--- src/rtl/cache_mem_arbiter_pkg.sv ---
// Shared cache definitions: arbiter FSM states and the cache-line read type code.
package cache_mem_arbiter_pkg;

  typedef enum logic [1:0] {
    ST_IDLE   = 2'd0,
    ST_BUSY_I = 2'd1,
    ST_BUSY_D = 2'd2
  } arb_state_e;

  localparam logic [2:0] RD_TYPE_LINE = 3'b100;

endpackage

--- src/rtl/cache_mem_arbiter.sv ---
// Arbitrates icache and dcache read ports onto one bridge read port, one read outstanding,
// data-first priority with a bounded wait for instruction fetches.
module cache_mem_arbiter
  import cache_mem_arbiter_pkg::*;
#(
  parameter int STARVE_LIMIT = 4
) (
  input  logic        clock,
  input  logic        reset,

  input  logic        i_rd_req,
  input  logic [2:0]  i_rd_type,
  input  logic [31:0] i_rd_addr,
  output logic        i_rd_rdy,
  output logic        i_ret_valid,
  output logic        i_ret_last,
  output logic [31:0] i_ret_data,

  input  logic        d_rd_req,
  input  logic [2:0]  d_rd_type,
  input  logic [31:0] d_rd_addr,
  output logic        d_rd_rdy,
  output logic        d_ret_valid,
  output logic        d_ret_last,
  output logic [31:0] d_ret_data,

  output logic        m_rd_req,
  output logic [2:0]  m_rd_type,
  output logic [31:0] m_rd_addr,
  input  logic        m_rd_rdy,
  input  logic        m_ret_valid,
  input  logic        m_ret_last,
  input  logic [31:0] m_ret_data
);

  localparam logic [3:0] LIMIT = 4'(STARVE_LIMIT);

  arb_state_e state_q, state_d;
  logic [3:0] starve_q, starve_d;
  logic       inst_win;
  logic       req_any;
  logic       grant;

  assign i_ret_data = m_ret_data;
  assign d_ret_data = m_ret_data;

  always_ff @(posedge clock) begin
    if (reset) begin
      state_q  <= ST_IDLE;
      starve_q <= 4'd0;
    end else begin
      state_q  <= state_d;
      starve_q <= starve_d;
    end
  end

  always_comb begin
    // Data wins ties unless the icache has already watched LIMIT data grants go by.
    inst_win    = i_rd_req & (~d_rd_req | (starve_q == LIMIT));
    req_any     = i_rd_req | d_rd_req;
    grant       = 1'b0;
    state_d     = state_q;
    starve_d    = starve_q;
    m_rd_req    = 1'b0;
    m_rd_type   = inst_win ? i_rd_type : d_rd_type;
    m_rd_addr   = inst_win ? i_rd_addr : d_rd_addr;
    i_rd_rdy    = 1'b0;
    d_rd_rdy    = 1'b0;
    i_ret_valid = 1'b0;
    i_ret_last  = 1'b0;
    d_ret_valid = 1'b0;
    d_ret_last  = 1'b0;

    case (state_q)
      ST_IDLE: begin
        m_rd_req = req_any;
        grant    = req_any & m_rd_rdy;
        i_rd_rdy = inst_win & m_rd_rdy;
        d_rd_rdy = d_rd_req & ~inst_win & m_rd_rdy;
        if (!i_rd_req) starve_d = 4'd0;
        if (grant) begin
          if (inst_win) begin
            state_d  = ST_BUSY_I;
            starve_d = 4'd0;
          end else begin
            state_d = ST_BUSY_D;
            if (i_rd_req && (starve_q != LIMIT)) starve_d = starve_q + 4'd1;
          end
        end
      end
      ST_BUSY_I: begin
        i_ret_valid = m_ret_valid;
        i_ret_last  = m_ret_last;
        if (m_ret_valid && m_ret_last) state_d = ST_IDLE;
      end
      ST_BUSY_D: begin
        d_ret_valid = m_ret_valid;
        d_ret_last  = m_ret_last;
        if (m_ret_valid && m_ret_last) state_d = ST_IDLE;
      end
      default: state_d = ST_IDLE;
    endcase
  end

endmodule

--- config.mk ---
export PLATFORM = sky130hd
export DESIGN_NAME = cache_mem_arbiter
export DESIGN_NICKNAME = d
export VERILOG_FILES = /design/src/rtl/cache_mem_arbiter_pkg.sv /design/src/rtl/cache_mem_arbiter.sv
export SDC_FILE = /design/constraint.sdc
export NUM_CORES = 1
export LEC_CHECK = 0
export CORE_AREA = 2 2 84 86
export DETAILED_ROUTE_END_ITERATION = 10
export DIE_AREA = 0 0 86 88
export PLACE_DENSITY = 0.76
export SKIP_LAST_GASP = 1
export SYNTH_ARGS = -nofsm -noshare
export SYNTH_HDL_FRONTEND = slang
export SYNTH_SLANG_ARGS = --single-unit
--- constraint.sdc ---
create_clock -name clock -period 2.4 [get_ports clock]
set_input_delay 0.48 -clock clock [delete_from_list [all_inputs] [get_ports clock]]
set_output_delay 0.48 -clock clock [all_outputs]
set_load 0.05 [all_outputs]
=== Word-level counts from Yosys, hierarchy flattened ===
Index checks and enable logic that the tools add are counted.

* Add/sub/neg operators: 1
* Eq/ne operators: 6
* Multiplexer cells: 17
* Bitwise gates (word level): 9
* Reductions and logical operators: 5

{| class="wikitable"
|+ Operators by type and width
! operator !! number
|-
| two-way mux 32 bit || 1
|-
| two-way mux 4 bit || 4
|-
| two-way mux 1 bit || 7
|-
| two-way mux 2 bit || 3
|-
| AND 1 bit || 5
|-
| adder 4 x 1 -> 4 bit (second input constant) || 1
|-
| equality test 4 x 3 -> 1 bit (second input constant) || 1
|-
| inequality test 4 x 3 -> 1 bit (second input constant) || 1
|-
| one-hot mux 2 bit (2 select lines) || 1
|-
| two-way mux 3 bit || 1
|-
| equality test 2 x 1 -> 1 bit (second input constant) || 1
|-
| equality test 2 bit (second input constant) || 1
|-
| logical AND 1 bit || 2
|-
| zero test 2 bit || 1
|-
| inequality test 2 x 1 -> 1 bit (second input constant) || 1
|-
| inequality test 2 bit (second input constant) || 1
|-
| NOT 1 bit || 2
|-
| OR 1 bit || 2
|-
| AND reduction 2 bit || 1
|-
| OR reduction 2 bit || 1
|}

* Flip-flop bits (word level): 6
* Input bits: 109
* Output and inout bits: 106
* Word-level logic and storage cells: 40

=== Logic depth before layout (Yosys ltp) ===
* Depth in word-level cells: 7
* Gate-level depth with buffers: 8
* Mapped depth without buffers: 6

=== Worst setup path after synthesis ===
No wires, ideal clock.

* Path type: register to output
* Start point: register starve_q[0]
* End point: output port d_rd_rdy
* Arrival: 2,246 ps
* Required time: 1,920 ps
* Path slack: -326 ps
* Stages on the path, launching flop included: 8
* Path buffers: 2
* Path through: dfxtp_1 > inv_1 > ha_1 > nand3b_4 > a21oi_4 > buf_6 > buf_8 > nor3b_1

* Longest elaborated chain between the ends: 7

{| class="wikitable"
|+ Ends and longest elaborated chain
! what !! RTL line !! RTL
|-
| from (decl) || cache_mem_arbiter.sv:39 || <nowiki>logic [3:0] starve_q, starve_d;</nowiki>
|-
| from (signal assigned) || cache_mem_arbiter.sv:53 || <nowiki>starve_q <= starve_d;</nowiki>
|-
| equality test 4 x 3 -> 1 bit || cache_mem_arbiter.sv:59 || <nowiki>inst_win = i_rd_req & (~d_rd_req | (starve_q == LIMIT));</nowiki>
|-
| OR 1 bit || cache_mem_arbiter.sv:59 ||
|-
| AND 1 bit || cache_mem_arbiter.sv:59 ||
|-
| NOT 1 bit || cache_mem_arbiter.sv:79 || <nowiki>d_rd_rdy = d_rd_req & ~inst_win & m_rd_rdy;</nowiki>
|-
| AND 1 bit (2 in a row) || cache_mem_arbiter.sv:79 ||
|-
| two-way mux 1 bit || cache_mem_arbiter.sv:74 || <nowiki>case (state_q)</nowiki>
|-
| to (decl) || cache_mem_arbiter.sv:22 || <nowiki>output logic d_rd_rdy,</nowiki>
|}

No other way between the ends.

=== Final worst setup path ===
* Start point: register starve_q[0]
* End point: output port m_rd_addr[13]

* Longest elaborated chain between the ends: 4

{| class="wikitable"
|+ Ends and longest elaborated chain
! what !! RTL line !! RTL
|-
| equality test 4 x 3 -> 1 bit || cache_mem_arbiter.sv:59 ||
|-
| OR 1 bit || cache_mem_arbiter.sv:59 ||
|-
| AND 1 bit || cache_mem_arbiter.sv:59 ||
|-
| two-way mux 32 bit || cache_mem_arbiter.sv:66 || <nowiki>m_rd_addr = inst_win ? i_rd_addr : d_rd_addr;</nowiki>
|-
| to (decl) || cache_mem_arbiter.sv:29 || <nowiki>output logic [31:0] m_rd_addr,</nowiki>
|}

No other way between the ends.

==> flow_summary.toml <==
[global_route]
grt_max_degree = 10
grt_pass1_wl_mm = 6.84
grt-ovfl-total = 0
grt_usage_pct = 11.3
grt_pass1_vias = 1432
antenna_found_initial = 0

[finish]
fillerInstances = 635
postLayoutCellArea_mm2 = 0.00292
layout-drive-gt1-share_pct = 47.4
multi_input_area_um2 = 837
finalNonFillerCells = 308
post-route-util_pct = 43.9
layout.area.seq_um2 = 125
nets = 344
area_growth_pct = 108
insertedDiodeCount = 0

[drt]
routed_wl_mm = 4.47
remaining_drc_errors = 0
drtPass1Iterations = 4
avgViaCountPerCell = 4.29
detail-route-antenna-nets = 0
route.vias.total = 1322
avgRoutedWirePerCell_um = 14.5
dr.first_iter.drc_count = 21

[min_path]
hp-class = "reg2reg"
worstHoldStart = "state_q[0]"

[run]
maxCapViolCount = 0

[yosys]
avgSynthCellArea_um2 = 8.84
syn-cell-area_mm2 = 0.00141
synth.top_cells.by_area = "buf_4 35%, mux2_2 24%, dfxtp_1 8.5%"
synthCells = 159
synth_top_area_share_pct = 35.3
ys_types = 31
async_flop_share_pct = 0
syn_nets = 273
yosysWarnings = 0
dominantRegCellSynth = "dfxtp_1"
synth-seq-area-share_pct = 8.55
synth_edf_count = 0
yosys.area.top_type = "buf_4"
ys_ff_latch = 6

[power]
vdd_drop_max_v = 0.000175
power_mw = 1.06
p_leak_nw = 1.24
p_per_area_mw_per_mm2 = 364

[status]
status = "finished, final reports clean"

[critical_path]
rr_startpoint = "state_q[1]"
critPathKind = "reg2out"
end_kind = "output pin"
crit_start = "starve_q[0]"
setup.worst_path.start_class = "flip-flop"
worst_ep_required_time_ps = 1920
arrival_ps = 1910
worstPathMaxFanout = 5

[floorplan]
start_util_pct = 21.1
core_area_mm2 = 0.00664
die_area_mm2 = 0.00757
fp.dieW_um = 86
die-height_um = 88
num_rows = 30
io_pins = 215

[placement]
dp_hpwl_mm = 3.47
place_area_mm2 = 0.00265
dp.cells = 295
io_buffers = 118
gp_congestion = 0.743

[clocking]
numCtsBuffers = 3
clk_path_buf_depth = 2
clock_latency_ps = 230
h-tree-depth = 1
root_buffer = "clkbuf_8"
clock_sinks = 6
clk_pin_slew_ps = 30
cts_tree = "done"
cts_hold_buffers = 0

[sta]
relSlewSlack_pct = 68.8
finalClockSkew_ps = 6.66
final.setup.tns_ps = 0
worstMarginPinSlew_ps = 463
period_needed_ps = 2390
hold_violations = 0
rsz0062_at_grt = "true"
max_freq_mhz = 418
final_max_slew_viol_count = 0
setup_viol = 0
finalCritPeriodShare_pct = 99.7
## worst paths after layout
check	end	slack, ps	depth (start not counted)
setup reg to reg	state_q[1]	770	5
hold reg to reg	state_q[0]	520	2
hold / removal	state_q[0]	520	2
setup / recovery	m_rd_addr[13]	8	8
## kinds of logic after synthesis
group	synth area share [%]
buffers and inverters	38.5
muxes	31.2
and+or+nand+nor	11.0
adders and majority gates	4.45
DFF	8.55
AOI/OAI and AO/OA	6.32
## registers in the layout, summed over array words and instances, names as in the netlist
signal,cells
state_q,2
starve_q,4
## layout make-up
| cell class | count | share of cell area, % |
|---|---|---|
| tap | 80 | 3.43 |
| multi-input combinational | 80 | 28.7 |
| clock buffer | 3 | 1.42 |
| timing repair buffer | 134 | 61.5 |
| inverter | 5 | 0.643 |
| sequential | 6 | 4.29 |
## timing repair
item / in CTS / in global routing
pin swaps: 2 / 1
gates resized for setup: 32 / 3
endpoints found under the setup margin: 33 / 10
buffers inserted: 4 / 4
cloned: 3 / 0
## worst max-delay path: stages, from the launching register on
cell       delay (ps)
dfxtp_4           350
inv_2              70
ha_4              140
nand3b_4           90
a21oi_4           160
buf_6             150
bufbuf_16         260
mux2_4            310
buf_12            150
## layout by cell type, fill, tap and decap left out, types with 2 or more instances in the layout
| cell | netlist | layout |
|---|---|---|
| mux2_2 | 30 | 10 |
| nand2_1 | 3 | 3 |
| inv_2 | 0 | 3 |
| dlygate4sd2_1 | 0 | 2 |
| clkbuf_8 | 0 | 3 |
| and3_1 | 2 | 2 |
| ha_1 | 5 | 4 |
| buf_4 | 66 | 10 |
| inv_1 | 5 | 2 |
| mux2_4 | 6 | 26 |
| and2_1 | 4 | 4 |
| buf_16 | 0 | 2 |
| a21oi_1 | 2 | 2 |
| dfxtp_1 | 6 | 4 |
| clkdlybuf4s50_1 | 0 | 74 |
| nor2b_1 | 2 | 2 |
| nor2_1 | 7 | 7 |
| buf_12 | 0 | 42 |
| buf_6 | 1 | 3 |
| o21ai_0 | 3 | 3 |
## where the power goes
part	leakage [nW]	total (mW)	switching (mW)	internal, mW
clock	0.0216	0.156	0.0477	0.108
sequential	0.0500	0.109	0.00474	0.105
combinational	1.16	0.797	0.355	0.442
## routing by layer
| layer | vias up | global-route usage [%] | wire (um) |
|---|---|---|---|
| met4 | 0 | 3.17 | 51 |
| li1 | 614 | - | - |
| met5 | - | 0 | 0 |
| met2 | 100 | 20.6 | 2430 |
| met1 | 593 | 12.9 | 1620 |
| met3 | 15 | 2.83 | 376 |
## synth_stat cells, types with 2 or more instances
cell type / n
nor2_1: 7
inv_1: 5
mux2_4: 6
o21ai_0: 3
and3_1: 2
nand2_1: 3
mux2_2: 30
a21oi_1: 2
ha_1: 5
buf_4: 66
dfxtp_1: 6
and2_1: 4
nor2b_1: 2
## through the flow
step	hold WS, ps	setup slack (ps)
4_1_cts	512	0.0584
3_5_place_dp	504	-67.4
3_3_place_gp	484	-75.3
6_report	521	8.12
2_1_floorplan	462	164
5_1_grt	536	-60.4
No activity file was read; power rests on OpenSTA's default activity.
